## config.mk

```make
export PLATFORM = sky130hd
export DESIGN_NAME = cell_draw_datapath
export DESIGN_NICKNAME = d
export VERILOG_FILES = /design/src/rtl/cell_draw_datapath_pkg.sv /design/src/rtl/cell_draw_datapath_counter.sv /design/src/rtl/cell_draw_datapath.sv
export SDC_FILE = /design/constraint.sdc
export NUM_CORES = 1
export LEC_CHECK = 0
export CAP_MARGIN = 20
export CORE_MARGIN = 4
export CORE_UTILIZATION = 43
export CTS_BUF_LIST = sky130_fd_sc_hd__clkbuf_4
export CTS_CLUSTER_DIAMETER = 120
export DETAILED_ROUTE_END_ITERATION = 8
export PLACE_DENSITY = 0.8
export SYNTH_ARGS = -nofsm -noshare
export SYNTH_HDL_FRONTEND = slang
export SYNTH_SLANG_ARGS = --single-unit
```

## constraint.sdc

```tcl
create_clock -name clock -period 1.3 [get_ports clock]
set_input_delay 0.13 -clock clock [delete_from_list [all_inputs] [get_ports clock]]
set_output_delay 0.13 -clock clock [all_outputs]
set_load 0.01 [all_outputs]
```

## src/rtl/cell_draw_datapath_pkg.sv

```systemverilog
// Shared constants for the cell drawing datapath.
//   - Screen geometry and cell size used for clamping and alignment.
//   - CELL_LOG2: number of offset bits per axis inside one cell.
//   - State encodings for the IDLE / PLOT / DONE machine.
package cell_draw_datapath_pkg;

  localparam int SCREEN_W  = 160;
  localparam int SCREEN_H  = 120;
  localparam int CELL_SIZE = 4;
  localparam int CELL_LOG2 = $clog2(CELL_SIZE);

  localparam logic [1:0] IDLE = 2'd0;
  localparam logic [1:0] PLOT = 2'd1;
  localparam logic [1:0] DONE = 2'd2;

endpackage

```

## src/rtl/cell_draw_datapath_counter.sv

```systemverilog
// cell_offset_counter: walks every pixel offset inside one square cell.
// The count is split so the low field is the x offset (fastest) and the
// high field is the y offset, giving row-major order.
// Ports:
//   clock, reset  - clock and asynchronous active-high reset
//   clear         - synchronous return to offset (0,0); wins over enable
//   enable        - advance one pixel
//   x_off, y_off  - current offset inside the cell
//   terminal      - high on the last pixel of the cell
module cell_offset_counter #(
  parameter int OFF_W = 2
) (
  input  logic             clock,
  input  logic             reset,
  input  logic             clear,
  input  logic             enable,
  output logic [OFF_W-1:0] x_off,
  output logic [OFF_W-1:0] y_off,
  output logic             terminal
);

  localparam int CNT_W = 2 * OFF_W;

  logic [CNT_W-1:0] cnt_r;

  // Pixel offset counter; wraps to zero after the last pixel.
  always_ff @(posedge clock or posedge reset) begin
    if (reset) begin
      cnt_r <= {CNT_W{1'b0}};
    end else if (clear) begin
      cnt_r <= {CNT_W{1'b0}};
    end else if (enable) begin
      cnt_r <= cnt_r + {{(CNT_W-1){1'b0}}, 1'b1};
    end else begin
      cnt_r <= cnt_r;
    end
  end

  assign x_off    = cnt_r[OFF_W-1:0];
  assign y_off    = cnt_r[CNT_W-1:OFF_W];
  assign terminal = (cnt_r == {CNT_W{1'b1}});

endmodule

```

## src/rtl/cell_draw_datapath.sv

```systemverilog
// cell_draw_datapath: latches a cell coordinate from the switches and,
// on a draw request, plots one CELL_SIZE x CELL_SIZE square into the VGA
// adapter at one pixel per cycle, then reports completion.
// Ports:
//   clock, reset     - clock and asynchronous active-high reset
//   ldX, ldY         - load x / y base from data_in (only when not plotting)
//   draw             - level request from the control FSM
//   data_in          - coordinate value
//   colour_in        - cell colour, captured when a burst starts
//   x_out, y_out     - pixel coordinate to the adapter (base when not plotting)
//   colour_out       - pixel colour
//   writeEn, busy    - high during every plotted pixel
//   done             - high after a burst until draw drops
module cell_draw_datapath #(
  parameter int X_W      = 8,
  parameter int Y_W      = 7,
  parameter int COLOUR_W = 3
) (
  input  logic                clock,
  input  logic                reset,
  input  logic                ldX,
  input  logic                ldY,
  input  logic                draw,
  input  logic [7:0]          data_in,
  input  logic [COLOUR_W-1:0] colour_in,
  output logic [X_W-1:0]      x_out,
  output logic [Y_W-1:0]      y_out,
  output logic [COLOUR_W-1:0] colour_out,
  output logic                writeEn,
  output logic                busy,
  output logic                done
);

  import cell_draw_datapath_pkg::*;

  // Clamp limits and alignment masks; clearing the low CELL_LOG2 bits after
  // clamping keeps base + offset on screen, so the adders can never wrap.
  localparam logic [X_W-1:0] X_MAX  = X_W'(SCREEN_W - 1);
  localparam logic [Y_W-1:0] Y_MAX  = Y_W'(SCREEN_H - 1);
  localparam logic [X_W-1:0] X_MASK = ~X_W'(CELL_SIZE - 1);
  localparam logic [Y_W-1:0] Y_MASK = ~Y_W'(CELL_SIZE - 1);

  logic [1:0]           state_r;
  logic [1:0]           state_next_s;
  logic [X_W-1:0]       x_base_r;
  logic [Y_W-1:0]       y_base_r;
  logic [COLOUR_W-1:0]  colour_r;
  logic [X_W-1:0]       x_in_s;
  logic [Y_W-1:0]       y_in_s;
  logic [X_W-1:0]       x_load_s;
  logic [Y_W-1:0]       y_load_s;
  logic                 load_ok_s;
  logic                 start_s;
  logic                 plotting_s;
  logic [CELL_LOG2-1:0] x_off_s;
  logic [CELL_LOG2-1:0] y_off_s;
  logic                 last_pix_s;

  assign x_in_s     = data_in[X_W-1:0];
  assign y_in_s     = data_in[Y_W-1:0];
  assign x_load_s   = ((x_in_s > X_MAX) ? X_MAX : x_in_s) & X_MASK;
  assign y_load_s   = ((y_in_s > Y_MAX) ? Y_MAX : y_in_s) & Y_MASK;
  assign plotting_s = (state_r == PLOT);
  // The base is frozen for the whole burst.
  assign load_ok_s  = !plotting_s;
  assign start_s    = (state_r == IDLE) && draw;

  // Offset counter is held at zero outside PLOT so IDLE/DONE show the base.
  cell_offset_counter #(
    .OFF_W (CELL_LOG2)
  ) u_offset (
    .clock    (clock),
    .reset    (reset),
    .clear    (!plotting_s),
    .enable   (plotting_s),
    .x_off    (x_off_s),
    .y_off    (y_off_s),
    .terminal (last_pix_s)
  );

  // Coordinate base registers, loaded from the switches outside a burst.
  always_ff @(posedge clock or posedge reset) begin
    if (reset) begin
      x_base_r <= {X_W{1'b0}};
      y_base_r <= {Y_W{1'b0}};
    end else begin
      if (ldX && load_ok_s) begin
        x_base_r <= x_load_s;
      end else begin
        x_base_r <= x_base_r;
      end
      if (ldY && load_ok_s) begin
        y_base_r <= y_load_s;
      end else begin
        y_base_r <= y_base_r;
      end
    end
  end

  // Cell colour, captured once as the burst starts.
  always_ff @(posedge clock or posedge reset) begin
    if (reset) begin
      colour_r <= {COLOUR_W{1'b0}};
    end else if (start_s) begin
      colour_r <= colour_in;
    end else begin
      colour_r <= colour_r;
    end
  end

  // State register.
  always_ff @(posedge clock or posedge reset) begin
    if (reset) begin
      state_r <= IDLE;
    end else begin
      state_r <= state_next_s;
    end
  end

  // Next-state logic; a started burst always runs to completion and DONE
  // waits for draw to drop so a held request cannot retrigger.
  always_comb begin
    state_next_s = state_r;
    case (state_r)
      IDLE: begin
        if (draw) begin
          state_next_s = PLOT;
        end else begin
          state_next_s = IDLE;
        end
      end
      PLOT: begin
        if (last_pix_s) begin
          state_next_s = DONE;
        end else begin
          state_next_s = PLOT;
        end
      end
      DONE: begin
        if (draw) begin
          state_next_s = DONE;
        end else begin
          state_next_s = IDLE;
        end
      end
      default: state_next_s = IDLE;
    endcase
  end

  // Output decode from the registered state and offsets.
  always_comb begin
    writeEn    = plotting_s;
    busy       = plotting_s;
    done       = (state_r == DONE);
    x_out      = x_base_r + {{(X_W-CELL_LOG2){1'b0}}, x_off_s};
    y_out      = y_base_r + {{(Y_W-CELL_LOG2){1'b0}}, y_off_s};
    colour_out = colour_r;
  end

endmodule

```

==> impl_results.md <==
- Area contributors post-synth: dfrtp_1 (56%), mux2_4 (10%), mux2_2 (3.8%)
- Initial antenna violation count: 0
- Initial Util: 45.5%
- Adder-Cell Fraction of Synth Area: 1.40%
- Largest area contributor in the netlist: dfrtp_1
- Xor/xnor share of the synthesized area: 1.96%
- Post-synth top cells: dfrtp_1 (20), nor2_1 (7), mux2_4 (6), a21oi_1 (4)
- Hold Crit Class: input pin to asynchronous set/reset pin
- Pins Over Slew Limit: 0
- Synthesized area: 893 um^2
- Fmax: 0.759 GHz
- Max cap viols: 0
- Number of buffers inserted by port buffering: 34
- Synthesized flop and latch total: 20
- Hpwl dp: 1520 um
- Power Density: 2360 nW/um^2
- RePlAce Congestion: 0.720
- Period utilization: 101%
- Layout cells sized above 1: 31.4%
- DR vias: 750
- Final WS setup: -0.0169 ns
- Worst EP required: 1.50 ns
- H-tree lvl count: 1
- Net Count, Synth: 87
- Main flop type after synthesis: dfrtp_1
- Yosys warns: 0
- Post-layout power: 3.35 mW
- Post-Synthesis Cells: 70
- DR pass1 iterations: 4
- CTS tree: built
- Share of the yosys chip area belonging to registers: 56.0%
- Largest family of logic cells by synthesized area: multiplexers
- Synth top area share: 56.0%
- Setup Skew: 0.00299 ns
- Clock Root Buffer: clkbuf_4
- Clock Tree Buf Depth: 2
- VDD IR max: 1.48 mV
- Crit path largest cell delay: 0.47 ns
- Worst path cell trace: buf_6 > nor3b_4 > mux2_4
- Actual slew at the worst max-slew pin: 0.283 ns
- Post-synth EDFFs: 0
- Finished Core Util: 72.3%
- Normalized max-slew margin: 81.1%
- Die width: 53.6 um
- Pre-CTS setup slack: -0.0813 ns
- Unrepaired setup endpoints after global routing: yes
- Top delay family on crit path: flip-flops
- Chip height: 53.6 um
- Drt drc: 0
- # rows: 16
- Final Hold Fails: 0
- CP max-delay cell: dfrtp_2
- First-pass GRT wire length: 3520 um
- Simple-gate share of the synthesized area: 13.3%
- Sinks on Clock Net: 20
- Tmin final: 1.32 ns
- Diodes inserted: 0
- Crit path launch type: register
- Die ar.: 2870 um^2
- Fraction of registers with async set/reset: 100%
- Synth Area in Compound Gates: 7.70%
- Io pins: 37
- Lkg Pwr: 0.670 nW
- Post-layout instance area: 1420 um^2
- Failing checks: negative setup slack
- Routed WL: 2310 um
- Avg WL per Cell: 15.9 um
- Syn avg cell area: 12.8 um^2
- Reg-to-Reg Start: state_r[0]$_DFF_PP0_
- Most common cell in the netlist: dfrtp_1
- DR iter-0 viols: 11
- Worst path bufs/invs: 1
- GRT Resource Usage Total: 17.7%
- FF-to-FF setup slack: -0.02 ns
- Critical path fanouts, max: 4
- Cell variety after synth: 26
- Crit path capture type: register
- Total CTS buffers: 3
- Nets: 136
- Worst-path clk slew: 0.11 ns
- GRT overflow: 0
- # fillers: 137
- Area growth syn-to-layout: 58.8%
- Core ar.: 1960 um^2
- Mux cell area share after synthesis: 15.0%
- Vias in the first global route: 750
- Clock Latency Late Sink: 0.30 ns
- Largest net degree at the start of global routing: 21
- Post-Place Cell Area: 1270 um^2
- R2r endpoint: colour_out[2]$_DFFE_PP0P_
- Status: complete, but fails checks
- Via/cell ratio: 5.17
- CP Data Arrival Time: 1.51 ns
- Worst Reg-to-Reg Cells: 3
- Worst setup path class: register to register
- Setup TNS: -0.0421 ns
- Routed Antenna Nets: 0
- Final setup violation count: 3
[repair_timing]
| action | 4_1_cts | 5_1_grt |
|---|---|---|
| pin swaps | 1 | 0 |
| hold buffers | 0 | 0 |
| resized for setup | 38 | 6 |
| buffers inserted | 9 | 0 |
| endpoints found under the setup margin | 31 | 13 |
| hold endpoints to repair | 0 | 0 |
[cells by family (layout without fill, tap and decap cells)]
logic type | Yosys count | count (layout)
DFF | 20 | 20
and+or+nand+nor | 20 | 20
AOI/OAI and AO/OA | 11 | 11
muxes | 10 | 10
buffers and inverters | 6 | 54
xor gates and xnor gates | 2 | 2
adders and majority gates | 1 | 1
[worst max path at each step]
stage	slack, ns	endpoint	cells past startpoint	start
floorplan	0.13	y_base_r[4]$_DFFE_PP0P_	4	state_r[1]$_DFF_PP0_
global route	-0.06	colour_out[1]$_DFFE_PP0P_	3	state_r[0]$_DFF_PP0_
CTS	0.003	colour_out[0]$_DFFE_PP0P_	3	state_r[0]$_DFF_PP0_
global placement	-0.04	colour_out[0]$_DFFE_PP0P_	3	draw
detailed placement	-0.08	colour_out[0]$_DFFE_PP0P_	3	draw
finish	-0.02	colour_out[2]$_DFFE_PP0P_	3	state_r[0]$_DFF_PP0_
[report_power, final]
part / internal, mW / total [mW] / switching [mW]
clock: 0.312 / 0.503 / 0.191
combinational: 0.990 / 1.74 / 0.746
sequential: 0.921 / 1.11 / 0.187
total: 2.22 / 3.35 / 1.12
[cell usage in the layout (no fill, tap or decap)]
master,n
dfrtp_1,19
dlygate4sd2_1,18
clkdlybuf4s50_1,13
buf_4,10
mux2_4,9
nor2_1,7
a21oi_1,4
a31oi_1,3
clkbuf_4,3
nor2b_1,2
inv_1,2
nand3_1,2
buf_2,2
buf_6,2
nand2b_4,1
nand2_8,1
nor3b_4,1
nand2_4,1
nand4_1,1
a41oi_1,1
and3_4,1
a22o_1,1
inv_2,1
nor2b_2,1
nand2_1,1
o21ai_0,1
and2_1,1
mux2i_1,1
xor2_1,1
xnor2_1,1
o21a_1,1
ha_1,1
bufinv_16,1
clkdlybuf4s15_2,1
buf_12,1
dfrtp_2,1
[worst register-to-register path, cell delays in order, from the launching register on]
cell     delay [ns]
dfrtp_2        0.47
buf_6          0.13
nor3b_4        0.28
mux2_4         0.34
[state kept, by name, summed over array words and instances, names as in the netlist]
register and count:
colour_out 3, state_r 2, u_offset.cnt_r 4, x_base_r 6
y_base_r 5
[final cells by class]
cell class	instances	area [um^2]	area share, %
sequential	20	502	35.4
clock buffer	3	22.5	1.59
tap	27	33.8	2.38
multi-input combinational	44	393	27.7
timing repair buffer	47	427	30.1
clock inverter	1	30.0	2.12
inverter	3	11.3	0.794
[per-stage QoR]
stage / cells / hold slack (ns)
final: 145 / 0.147
after global routing: 145 / 0.153
after CTS: 145 / 0.141
after detailed placement: 133 / 0.469
after global placement: 133 / 0.450
after floorplan: 70 / 0.0938
[routing by layer]
metal | global-route usage (%) | vias up | routed length, um
met3 | 3.60 | 6 | 160
li1 | - | 348 | -
met4 | 8.94 | 0 | 65
met2 | 34.3 | 28 | 1300
met1 | 17.5 | 368 | 784
met5 | 0 | - | 0
Note: power is estimated with default switching activity, not from simulation.
